$ cat config.mk
export PLATFORM = sky130hd
export DESIGN_NAME = cpu_run_monitor_flat
export DESIGN_NICKNAME = d
export VERILOG_FILES = /design/src/rtl/cpu_run_monitor_if.sv /design/src/rtl/cpu_run_monitor.sv /design/src/flat_wrapper.sv
export SDC_FILE = /design/constraint.sdc
export NUM_CORES = 1
export LEC_CHECK = 0
export BUFFER_PORTS_ARGS = -buffer_cell sky130_fd_sc_hd__buf_2
export CAP_MARGIN = 20
export CORE_ASPECT_RATIO = 0.75
export CORE_MARGIN = 2
export CORE_UTILIZATION = 52
export CTS_CLUSTER_DIAMETER = 80
export DETAILED_ROUTE_END_ITERATION = 8
export GPL_TIMING_DRIVEN = 1
export PLACE_DENSITY = 0.91
export SLEW_MARGIN = 15
export SYNTH_ARGS = -nofsm -noshare
export SYNTH_HDL_FRONTEND = slang
export SYNTH_SLANG_ARGS = --single-unit
export TNS_END_PERCENT = 10
$ cat constraint.sdc
create_clock -name clk -period 3 [get_ports clk]
set_clock_uncertainty 0.15 [all_clocks]
set_input_delay 0.45 -clock clk [delete_from_list [all_inputs] [get_ports clk]]
set_output_delay 0.45 -clock clk [all_outputs]
set_load 0.01 [all_outputs]
$ cat src/rtl/cpu_run_monitor_if.sv
// Run-control and commit-trace bundle between an RV32I core/bench and cpu_run_monitor.
// The master drives start and the commit trace; the slave (monitor) returns status and counters.
interface cpu_run_monitor_if #(
  parameter int XLEN  = 32,
  parameter int CNT_W = 32
) ();
  logic             start;
  logic             core_en;
  logic [XLEN-1:0]  pc;
  logic [31:0]      instr;
  logic             instr_valid;
  logic             rf_we;
  logic [4:0]       rf_waddr;
  logic [XLEN-1:0]  rf_wdata;
  logic             dm_we;
  logic [XLEN-1:0]  dm_addr;
  logic [XLEN-1:0]  dm_wdata;
  logic             busy;
  logic             done;
  logic             timeout;
  logic [CNT_W-1:0] cycle_cnt;
  logic [CNT_W-1:0] instret;
  logic [CNT_W-1:0] rf_wr_cnt;
  logic [CNT_W-1:0] dm_wr_cnt;
  logic [XLEN-1:0]  signature;

  modport master (
    output start, pc, instr, instr_valid, rf_we, rf_waddr, rf_wdata,
           dm_we, dm_addr, dm_wdata,
    input  core_en, busy, done, timeout, cycle_cnt, instret, rf_wr_cnt,
           dm_wr_cnt, signature
  );

  modport slave (
    input  start, pc, instr, instr_valid, rf_we, rf_waddr, rf_wdata,
           dm_we, dm_addr, dm_wdata,
    output core_en, busy, done, timeout, cycle_cnt, instret, rf_wr_cnt,
           dm_wr_cnt, signature
  );
endinterface

$ cat src/rtl/cpu_run_monitor.sv
// Run controller + commit monitor: start/done gating, saturating counters, write signature, halt/timeout.
// All outputs registered or state-decoded (one-edge latency); MON_DM_SIG_EN also folds dm writes into the signature.
module cpu_run_monitor #(
  parameter int XLEN        = 32,
  parameter int CNT_W       = 32,
  parameter int MAX_CYCLES  = 1000,
  parameter int HALT_REPEAT = 2
) (
  input  logic             clk,
  input  logic             rst,
  cpu_run_monitor_if.slave mon
);

  localparam int               REP_W     = $clog2(HALT_REPEAT + 1);
  localparam logic [REP_W-1:0] REP_TGT   = REP_W'(HALT_REPEAT);
  localparam logic [CNT_W-1:0] CYC_LIMIT = CNT_W'(MAX_CYCLES - 1);
  localparam logic [31:0]      ECALL     = 32'h0000_0073;

  typedef enum logic [1:0] {S_IDLE, S_RUN, S_DONE, S_TIMEOUT} state_e;

  state_e           state_q, state_d;
  logic [CNT_W-1:0] cycle_cnt_q, cycle_cnt_d;
  logic [CNT_W-1:0] instret_q, instret_d;
  logic [CNT_W-1:0] rf_wr_cnt_q, rf_wr_cnt_d;
  logic [CNT_W-1:0] dm_wr_cnt_q, dm_wr_cnt_d;
  logic [XLEN-1:0]  sig_q, sig_d;
  logic [REP_W-1:0] rep_q, rep_d;
  logic [XLEN-1:0]  prev_pc_q, prev_pc_d;
  logic             prev_vld_q, prev_vld_d;

  logic [XLEN-1:0]  sig_tmp;
  logic             halt;

  function automatic logic [CNT_W-1:0] sat_inc(input logic [CNT_W-1:0] v);
    return (&v) ? v : v + CNT_W'(1);
  endfunction

  function automatic logic [XLEN-1:0] rotl1(input logic [XLEN-1:0] v);
    return {v[XLEN-2:0], v[XLEN-1]};
  endfunction

  always_comb begin
    state_d     = state_q;
    cycle_cnt_d = cycle_cnt_q;
    instret_d   = instret_q;
    rf_wr_cnt_d = rf_wr_cnt_q;
    dm_wr_cnt_d = dm_wr_cnt_q;
    sig_d       = sig_q;
    rep_d       = rep_q;
    prev_pc_d   = prev_pc_q;
    prev_vld_d  = prev_vld_q;
    sig_tmp     = sig_q;
    halt        = 1'b0;

    case (state_q)
      S_IDLE, S_DONE, S_TIMEOUT: begin
        if (mon.start) begin
          state_d     = S_RUN;
          cycle_cnt_d = '0;
          instret_d   = '0;
          rf_wr_cnt_d = '0;
          dm_wr_cnt_d = '0;
          sig_d       = '0;
          rep_d       = '0;
          prev_pc_d   = '0;
          prev_vld_d  = 1'b0;
        end
      end
      S_RUN: begin
        cycle_cnt_d = sat_inc(cycle_cnt_q);
        if (mon.instr_valid) begin
          instret_d = sat_inc(instret_q);
          if (mon.rf_we && (mon.rf_waddr != 5'd0)) begin
            rf_wr_cnt_d = sat_inc(rf_wr_cnt_q);
            sig_tmp     = rotl1(sig_tmp) ^ mon.rf_wdata ^ XLEN'(mon.rf_waddr);
          end
          if (mon.dm_we) begin
            dm_wr_cnt_d = sat_inc(dm_wr_cnt_q);
`ifdef MON_DM_SIG_EN
            sig_tmp     = rotl1(sig_tmp) ^ mon.dm_wdata ^ mon.dm_addr;
`endif
          end
          sig_d = sig_tmp;
          // The first commit of a run has no predecessor, so it can never count as a repeat.
          if (prev_vld_q && (mon.pc == prev_pc_q)) rep_d = rep_q + REP_W'(1);
          else                                     rep_d = '0;
          prev_pc_d  = mon.pc;
          prev_vld_d = 1'b1;
          halt       = (mon.instr == ECALL) || (rep_d == REP_TGT);
        end
        // Timeout fires on the edge that brings cycle_cnt to MAX_CYCLES-1; a halt on that edge wins.
        if (halt)                            state_d = S_DONE;
        else if (cycle_cnt_d == CYC_LIMIT)   state_d = S_TIMEOUT;
      end
      default: state_d = S_IDLE;
    endcase
  end

  always_ff @(posedge clk or negedge rst) begin
    if (!rst) begin
      state_q     <= S_IDLE;
      cycle_cnt_q <= '0;
      instret_q   <= '0;
      rf_wr_cnt_q <= '0;
      dm_wr_cnt_q <= '0;
      sig_q       <= '0;
      rep_q       <= '0;
      prev_pc_q   <= '0;
      prev_vld_q  <= 1'b0;
    end else begin
      state_q     <= state_d;
      cycle_cnt_q <= cycle_cnt_d;
      instret_q   <= instret_d;
      rf_wr_cnt_q <= rf_wr_cnt_d;
      dm_wr_cnt_q <= dm_wr_cnt_d;
      sig_q       <= sig_d;
      rep_q       <= rep_d;
      prev_pc_q   <= prev_pc_d;
      prev_vld_q  <= prev_vld_d;
    end
  end

  assign mon.core_en   = (state_q == S_RUN);
  assign mon.busy      = (state_q == S_RUN);
  assign mon.done      = (state_q == S_DONE);
  assign mon.timeout   = (state_q == S_TIMEOUT);
  assign mon.cycle_cnt = cycle_cnt_q;
  assign mon.instret   = instret_q;
  assign mon.rf_wr_cnt = rf_wr_cnt_q;
  assign mon.dm_wr_cnt = dm_wr_cnt_q;
  assign mon.signature = sig_q;

endmodule
$ cat src/flat_wrapper.sv
// flat-port wrapper written by rule: the top's interface ports become plain ports
module cpu_run_monitor_flat 
#(
  parameter int XLEN        = 32,
  parameter int CNT_W       = 32,
  parameter int MAX_CYCLES  = 1000,
  parameter int HALT_REPEAT = 2
)
  (clk, rst, mon_start, mon_pc, mon_instr, mon_instr_valid, mon_rf_we, mon_rf_waddr, mon_rf_wdata, mon_dm_we, mon_dm_addr, mon_dm_wdata, mon_core_en, mon_busy, mon_done, mon_timeout, mon_cycle_cnt, mon_instret, mon_rf_wr_cnt, mon_dm_wr_cnt, mon_signature);
  cpu_run_monitor_if #(.XLEN(XLEN), .CNT_W(CNT_W)) mon_i ();
  input  logic clk;
  input  logic rst;
  input wire logic [$bits(mon_i.start)-1:0] mon_start;
  input wire logic [$bits(mon_i.pc)-1:0] mon_pc;
  input wire logic [$bits(mon_i.instr)-1:0] mon_instr;
  input wire logic [$bits(mon_i.instr_valid)-1:0] mon_instr_valid;
  input wire logic [$bits(mon_i.rf_we)-1:0] mon_rf_we;
  input wire logic [$bits(mon_i.rf_waddr)-1:0] mon_rf_waddr;
  input wire logic [$bits(mon_i.rf_wdata)-1:0] mon_rf_wdata;
  input wire logic [$bits(mon_i.dm_we)-1:0] mon_dm_we;
  input wire logic [$bits(mon_i.dm_addr)-1:0] mon_dm_addr;
  input wire logic [$bits(mon_i.dm_wdata)-1:0] mon_dm_wdata;
  output wire logic [$bits(mon_i.core_en)-1:0] mon_core_en;
  output wire logic [$bits(mon_i.busy)-1:0] mon_busy;
  output wire logic [$bits(mon_i.done)-1:0] mon_done;
  output wire logic [$bits(mon_i.timeout)-1:0] mon_timeout;
  output wire logic [$bits(mon_i.cycle_cnt)-1:0] mon_cycle_cnt;
  output wire logic [$bits(mon_i.instret)-1:0] mon_instret;
  output wire logic [$bits(mon_i.rf_wr_cnt)-1:0] mon_rf_wr_cnt;
  output wire logic [$bits(mon_i.dm_wr_cnt)-1:0] mon_dm_wr_cnt;
  output wire logic [$bits(mon_i.signature)-1:0] mon_signature;
  assign mon_i.start = mon_start;
  assign mon_i.pc = mon_pc;
  assign mon_i.instr = mon_instr;
  assign mon_i.instr_valid = mon_instr_valid;
  assign mon_i.rf_we = mon_rf_we;
  assign mon_i.rf_waddr = mon_rf_waddr;
  assign mon_i.rf_wdata = mon_rf_wdata;
  assign mon_i.dm_we = mon_dm_we;
  assign mon_i.dm_addr = mon_dm_addr;
  assign mon_i.dm_wdata = mon_dm_wdata;
  assign mon_core_en = mon_i.core_en;
  assign mon_busy = mon_i.busy;
  assign mon_done = mon_i.done;
  assign mon_timeout = mon_i.timeout;
  assign mon_cycle_cnt = mon_i.cycle_cnt;
  assign mon_instret = mon_i.instret;
  assign mon_rf_wr_cnt = mon_i.rf_wr_cnt;
  assign mon_dm_wr_cnt = mon_i.dm_wr_cnt;
  assign mon_signature = mon_i.signature;
  cpu_run_monitor #(.XLEN(XLEN), .CNT_W(CNT_W), .MAX_CYCLES(MAX_CYCLES), .HALT_REPEAT(HALT_REPEAT)) u_core (.clk(clk), .rst(rst), .mon(mon_i));
endmodule
# Word level (Yosys, flattened, before mapping)
# Index checks and enable logic that the tools add are counted.
classes:
  add_sub_neg: 5
  n_eq_ne: 15
  mux: 34
  bitwise_logic: 2
  reduce_logical: 16
op_table:
  columns: ["cell", "count"]
  rows:
  - ["$mux W32", 13]
  - ["$pmux W32 S2", 6]
  - ["$add A32 B1 Y32 const B", 4]
  - ["$reduce_and A32 Y1", 4]
  - ["$eq A32 B10 Y1 const B", 1]
  - ["$eq A32 B32 Y1", 1]
  - ["$eq A32 B7 Y1 const B", 1]
  - ["$xor A32 B32 Y32", 1]
  - ["$xor A32 B5 Y32", 1]
  - ["$mux W2", 8]
  - ["$ne A2 B2 Y1 const B", 6]
  - ["$pmux W2 S2", 2]
  - ["$reduce_and A4 Y1", 2]
  - ["$eq A2 B2 Y1 const B", 3]
  - ["$reduce_and A3 Y1", 2]
  - ["$reduce_bool A5 Y1", 1]
  - ["$mux W1", 4]
  - ["$reduce_and A2 Y1", 2]
  - ["$ne A3 B1 Y1 const B", 1]
  - ["$reduce_or A3 Y1", 1]
  - ["$add A2 B1 Y2 const B", 1]
  - ["$eq A2 B1 Y1 const B", 1]
  - ["$logic_and A1 B1 Y1", 2]
  - ["$logic_not A2 Y1", 1]
  - ["3 further kinds", 3]
word_totals:
  register_bits: 197
  inputBits: 171
  word_cells: 81

# Depth between registers and ports, before layout
depth:
  ltp_word: 11
  ltp_mapped: 10
  depth_no_buf: 8

# Least setup slack after synthesis
# No wires, ideal clock.
synth_path:
  path_kind: "reg-to-reg"
  from: "reg u_core.cycle_cnt_q[0], in the netlist u_core.mon.cycle_cnt[0]"
  to: "reg u_core.state_q[1]"
  setup_ps: 66
  arrival_time_ps: 2553
  t_required_ps: 2784
  path_slack_ps: 232
  path_stages_with_launch: 10
  synth_period_minus_slack_ps: 2768
  path_cell_list: "dfrtp_1 ha_1 nand3_2 or4_4 buf_6 a2111oi_4 and4b_1 o22ai_1 nor4_2 a31o_1"
synth_between:
  elab_chain_len: 5
synth_lines:
  columns: ["element", "line", "text"]
  rows:
  - ["start, declared", "cpu_run_monitor.sv:22", "logic [CNT_W-1:0] cycle_cnt_q, cycle_cnt_d;"]
  - ["start signal, assigned", "cpu_run_monitor.sv:112", "cycle_cnt_q <= cycle_cnt_d;"]
  - ["$add A32 B1 Y32 or $reduce_and A32 Y1 (tied branches)", "cpu_run_monitor.sv:35", "return (&v) ? v : v + CNT_W'(1);"]
  - ["$mux W32 (*)", "cpu_run_monitor.sv:35", null]
  - ["$eq A32 B10 Y1 (*)", "cpu_run_monitor.sv:93", "else if (cycle_cnt_d == CYC_LIMIT) state_d = S_TIMEOUT;"]
  - ["$ne A3 B1 Y1 (no line) (*)", null, null]
  - ["$reduce_and A2 Y1 (no line) (*)", null, null]
  - ["end signal, assigned", "cpu_run_monitor.sv:111", "state_q <= state_d;"]
  - ["end, declared", "cpu_run_monitor.sv:21", "state_e state_q, state_d;"]
# Every way passes the cells marked *; elsewhere a longest branch is shown, timed or not.
# A chain may end at the register's enable or synchronous reset.

# Worst setup path after layout
layout_path:
  from: "reg u_core.cycle_cnt_q[1], in the netlist u_core.mon.cycle_cnt[1]"
  to: "reg u_core.state_q[1]"
# Same word-level chain as after synthesis.

==> summary.md <==
| Metric | Value |
|---|---|
| Slew margin rel. | roughly a quarter |
| CTS tree | yes |
| Synthesized area | 10600 um2 |
| H-tree lvl count | 4 |
| Vias in the first global route | 9320 |
| Mapped Cells | around 1100 |
| Crit path DAT | between 3 and 4 ns |
| Status | completed |
| Port bufs | between 200 and 300 |
| First-pass GRT wire length | ~47000 um |
| Synth-to-layout area growth | 22.9% |
| Worst vdd ir | around 0.4 mV |
| Post-synth EDFFs | 0 |
| Cts bufs inserted | 17 |
| F_max | between 300 and 400 MHz |
| Initial antenna violation count | 0 |
| Row cnt | 45 |
| Seq. cell area | approximately 4900 um2 |
| FF+latch count, synth | about 200 |
| CTS root buf | clkbuf_16 |
| Initial Util | ~53% |
| Min Tclk post-route | around 2.9 ns |
| Placed Area | 12400 um2 |
| Leakage power | 6.10 nW |
| Number of top-level pins | 335 |
| WS Path Type | reg2reg |
| Final Hold Fails | 0 |
| Drt drc | 0 |
| Req. time, crit path | ~3.2 ns |
| Detailed placer's ending HPWL | approximately 22000 um |
| RSZ-0062 raised after global routing | false |
| Final Cell Area | about 13000 um2 |
| Pwr Total | approximately 7.4 mW |
| Post-DRT Antenna Nets | 0 |
| Share of cells above drive strength 1 | 25.9% |
| Synth warn | 0 |
| Primary FF master, synth | dfrtp_1 |
| Core ar. | slightly above 20000 um2 |
| Register area share after synthesis | ~47% |
| Unique cell type count in the Yosys netlist | 64 |
| Largest fanout on the critical path | 7 |
| Violation count after the first detailed-route iteration | around 900 |
| Vias | slightly below 10000 |
| Pwr per Cell Area | around 570 nW/um2 |
| Setup TNS | 0 ns |
| Max Cap Viol | 0 |
| Post-route clock period utilization | 95.8% |
| Die W | 169 um |
| Worst hold path type | in2reg |
| Largest net degree at the start of global routing | between 80 and 90 |
| Clock latency on the worst-skew pair | approximately 0.43 ns |
| Worst hold slack | 0.116 ns |
| WL per Instance | about 18 um |
| Asr flop ratio synth | 100% |
| Setup violations, final | 0 |
| Net count, final | 1573 |
| Max Root-Sink Buffers | 2 |
| Vias per cell | 5.91 |
| Routability-driven placement congestion ratio | 1.01 |
| Layout fillers | 1614 |
| Slew @ Worst Pin | roughly 1.1 ns |
| GRT Util Overall | 27.3% |
| Antenna diodes | 0 |
| Routed WL | roughly 30000 um |
| CP Launch Type | flip-flop |
| Area occupied by multi-input gates | roughly 5400 um2 |
| Die area | 21500 um2 |
| Die Ht | roughly 130 um |
| CTS Sinks | between 150 and 200 |
| Post-Syn Nets | ~1300 |
| Clock transition at path regs | roughly 0.080 ns |
| Avg Inst Size Synth | approximately 9.4 um2 |
| Worst setup EP type | flip-flop |
| Grt total ovfl | 0 |
| Slew Viols, Final | 0 |
| Drt pass-1 iters | 7 |
## registers in the layout, summed over array words and instances, names as in the netlist, 2 cells and up
register / cells
u_core.mon.signature: 32
u_core.mon.cycle_cnt: 32
u_core.mon.rf_wr_cnt: 32
u_core.mon.dm_wr_cnt: 32
u_core.prev_pc_q: 32
u_core.state_q: 2
u_core.rep_q: 2
u_core.mon.instret: 32
## stage by stage
step | setup WS, ns | cells | util [%]
floorplan | 0.232 | 1123 | -
detailed placement | 0.145 | 1636 | 61.7
global placement | 0.220 | 1636 | 61.7
global route | 0.00689 | 1669 | 64.7
CTS | 0.110 | 1669 | 64.6
finish | 0.125 | 1669 | 64.7
## critical path: stages, from the launching register on
cell	delay [ns]
dfrtp_2	0.42
ha_1	0.21
nand3_2	0.11
or4_4	0.65
a2111oi_4	0.36
and4b_1	0.24
o22ai_1	0.10
nor4_2	0.37
a31o_1	0.19
## layout make-up
type	instances	share of cell area, %
Clock buffer	19	3.48
Sequential cell	197	37.9
Timing Repair Buffer	314	13.3
Multi-Input combinational cell	854	41.4
Clock inverter	13	1.02
Tap cell	258	2.48
Inverter	14	0.404
## where the power goes
group	internal, mW	leakage, nW	switching, mW
sequential	3.00	2.56	0.432
clock	1.16	0.281	1.12
combinational	0.763	3.26	0.913
## cell usage in the layout (no fill, tap or decap), types with 6 or more instances in the layout
cell type,synthesis,final
clkbuf_16,0,17
and4_1,20,20
inv_8,0,6
buf_2,9,269
and3_1,17,17
xor2_1,55,55
nor3_1,30,30
nand2_1,130,130
nor4_1,20,19
dfrtp_1,197,196
nand3_1,51,51
or3_1,13,13
xnor2_1,96,96
nand4_1,56,56
nor2_1,108,106
a21oi_1,29,29
o21ai_0,51,51
o31ai_1,39,39
and2_1,14,13
buf_4,3,40
a22o_1,33,33
inv_1,14,14
mux2i_1,9,9
## synth_stat cells (29+ instances only)
cell      count  share of area [%]
a21oi_1      29                1.4
a22o_1       33                2.7
clkbuf_1     43                1.5
dfrtp_1     197                 47
nand2_1     130                4.6
nand3_1      51                2.4
nand4_1      56                3.3
nor2_1      108                3.8
nor3_1       30                1.4
o21ai_0      51                2.4
o31ai_1      39                2.8
xnor2_1      96                7.9
xor2_1       55                4.6
## metal layers
| layer | vias up | part of all wire, % | track usage, % |
|---|---|---|---|
| met3 | 46 | 7.6 | 4.77 |
| met1 | 4767 | 44 | 38.3 |
| met4 | 0 | 1.8 | 9.13 |
| met5 | - | 0 | 0 |
| li1 | 4591 | - | - |
| met2 | 454 | 47 | 43.1 |
## worst paths after layout
| path | from | end | slack [ns] | cells past startpoint |
|---|---|---|---|---|
| setup reg to reg | u_core.mon.cycle_cnt[1] | u_core.state_q[1] | 0.12 | 8 |
| setup / recovery | u_core.mon.cycle_cnt[1] | u_core.state_q[1] | 0.12 | 8 |
| hold / removal | mon_pc[22] | u_core.prev_pc_q[22] | 0.12 | 2 |
| hold reg to reg | u_core.prev_vld_q | u_core.prev_vld_q | 0.34 | 2 |
| max in group asynchronous | rst | u_core.mon.cycle_cnt[1] | 1.44 | 3 |
| min in group asynchronous | rst | u_core.mon.instret[15] | 0.47 | 2 |
## cells by family (layout without fill, tap and decap cells)
family | count (synthesis) | in the layout | synth area share [%]
and+or+nand+nor | 491 | 491 | 23.6
xor gates and xnor gates | 151 | 151 | 12.5
adders and majority gates | 4 | 4 | 0.473
AOI/OAI and AO/OA | 199 | 199 | 13.2
muxes | 9 | 9 | 0.851
DFF | 197 | 197 | 46.6
buffers and inverters | 72 | 360 | 2.84
## repair_timing
item,CTS,global route
hold buffers,1,0
endpoints found under the hold margin,83,0
buffers inserted,0,0
resized for setup,0,3
endpoints found under the setup margin,0,1
Power figures use the tool's default switching activity.
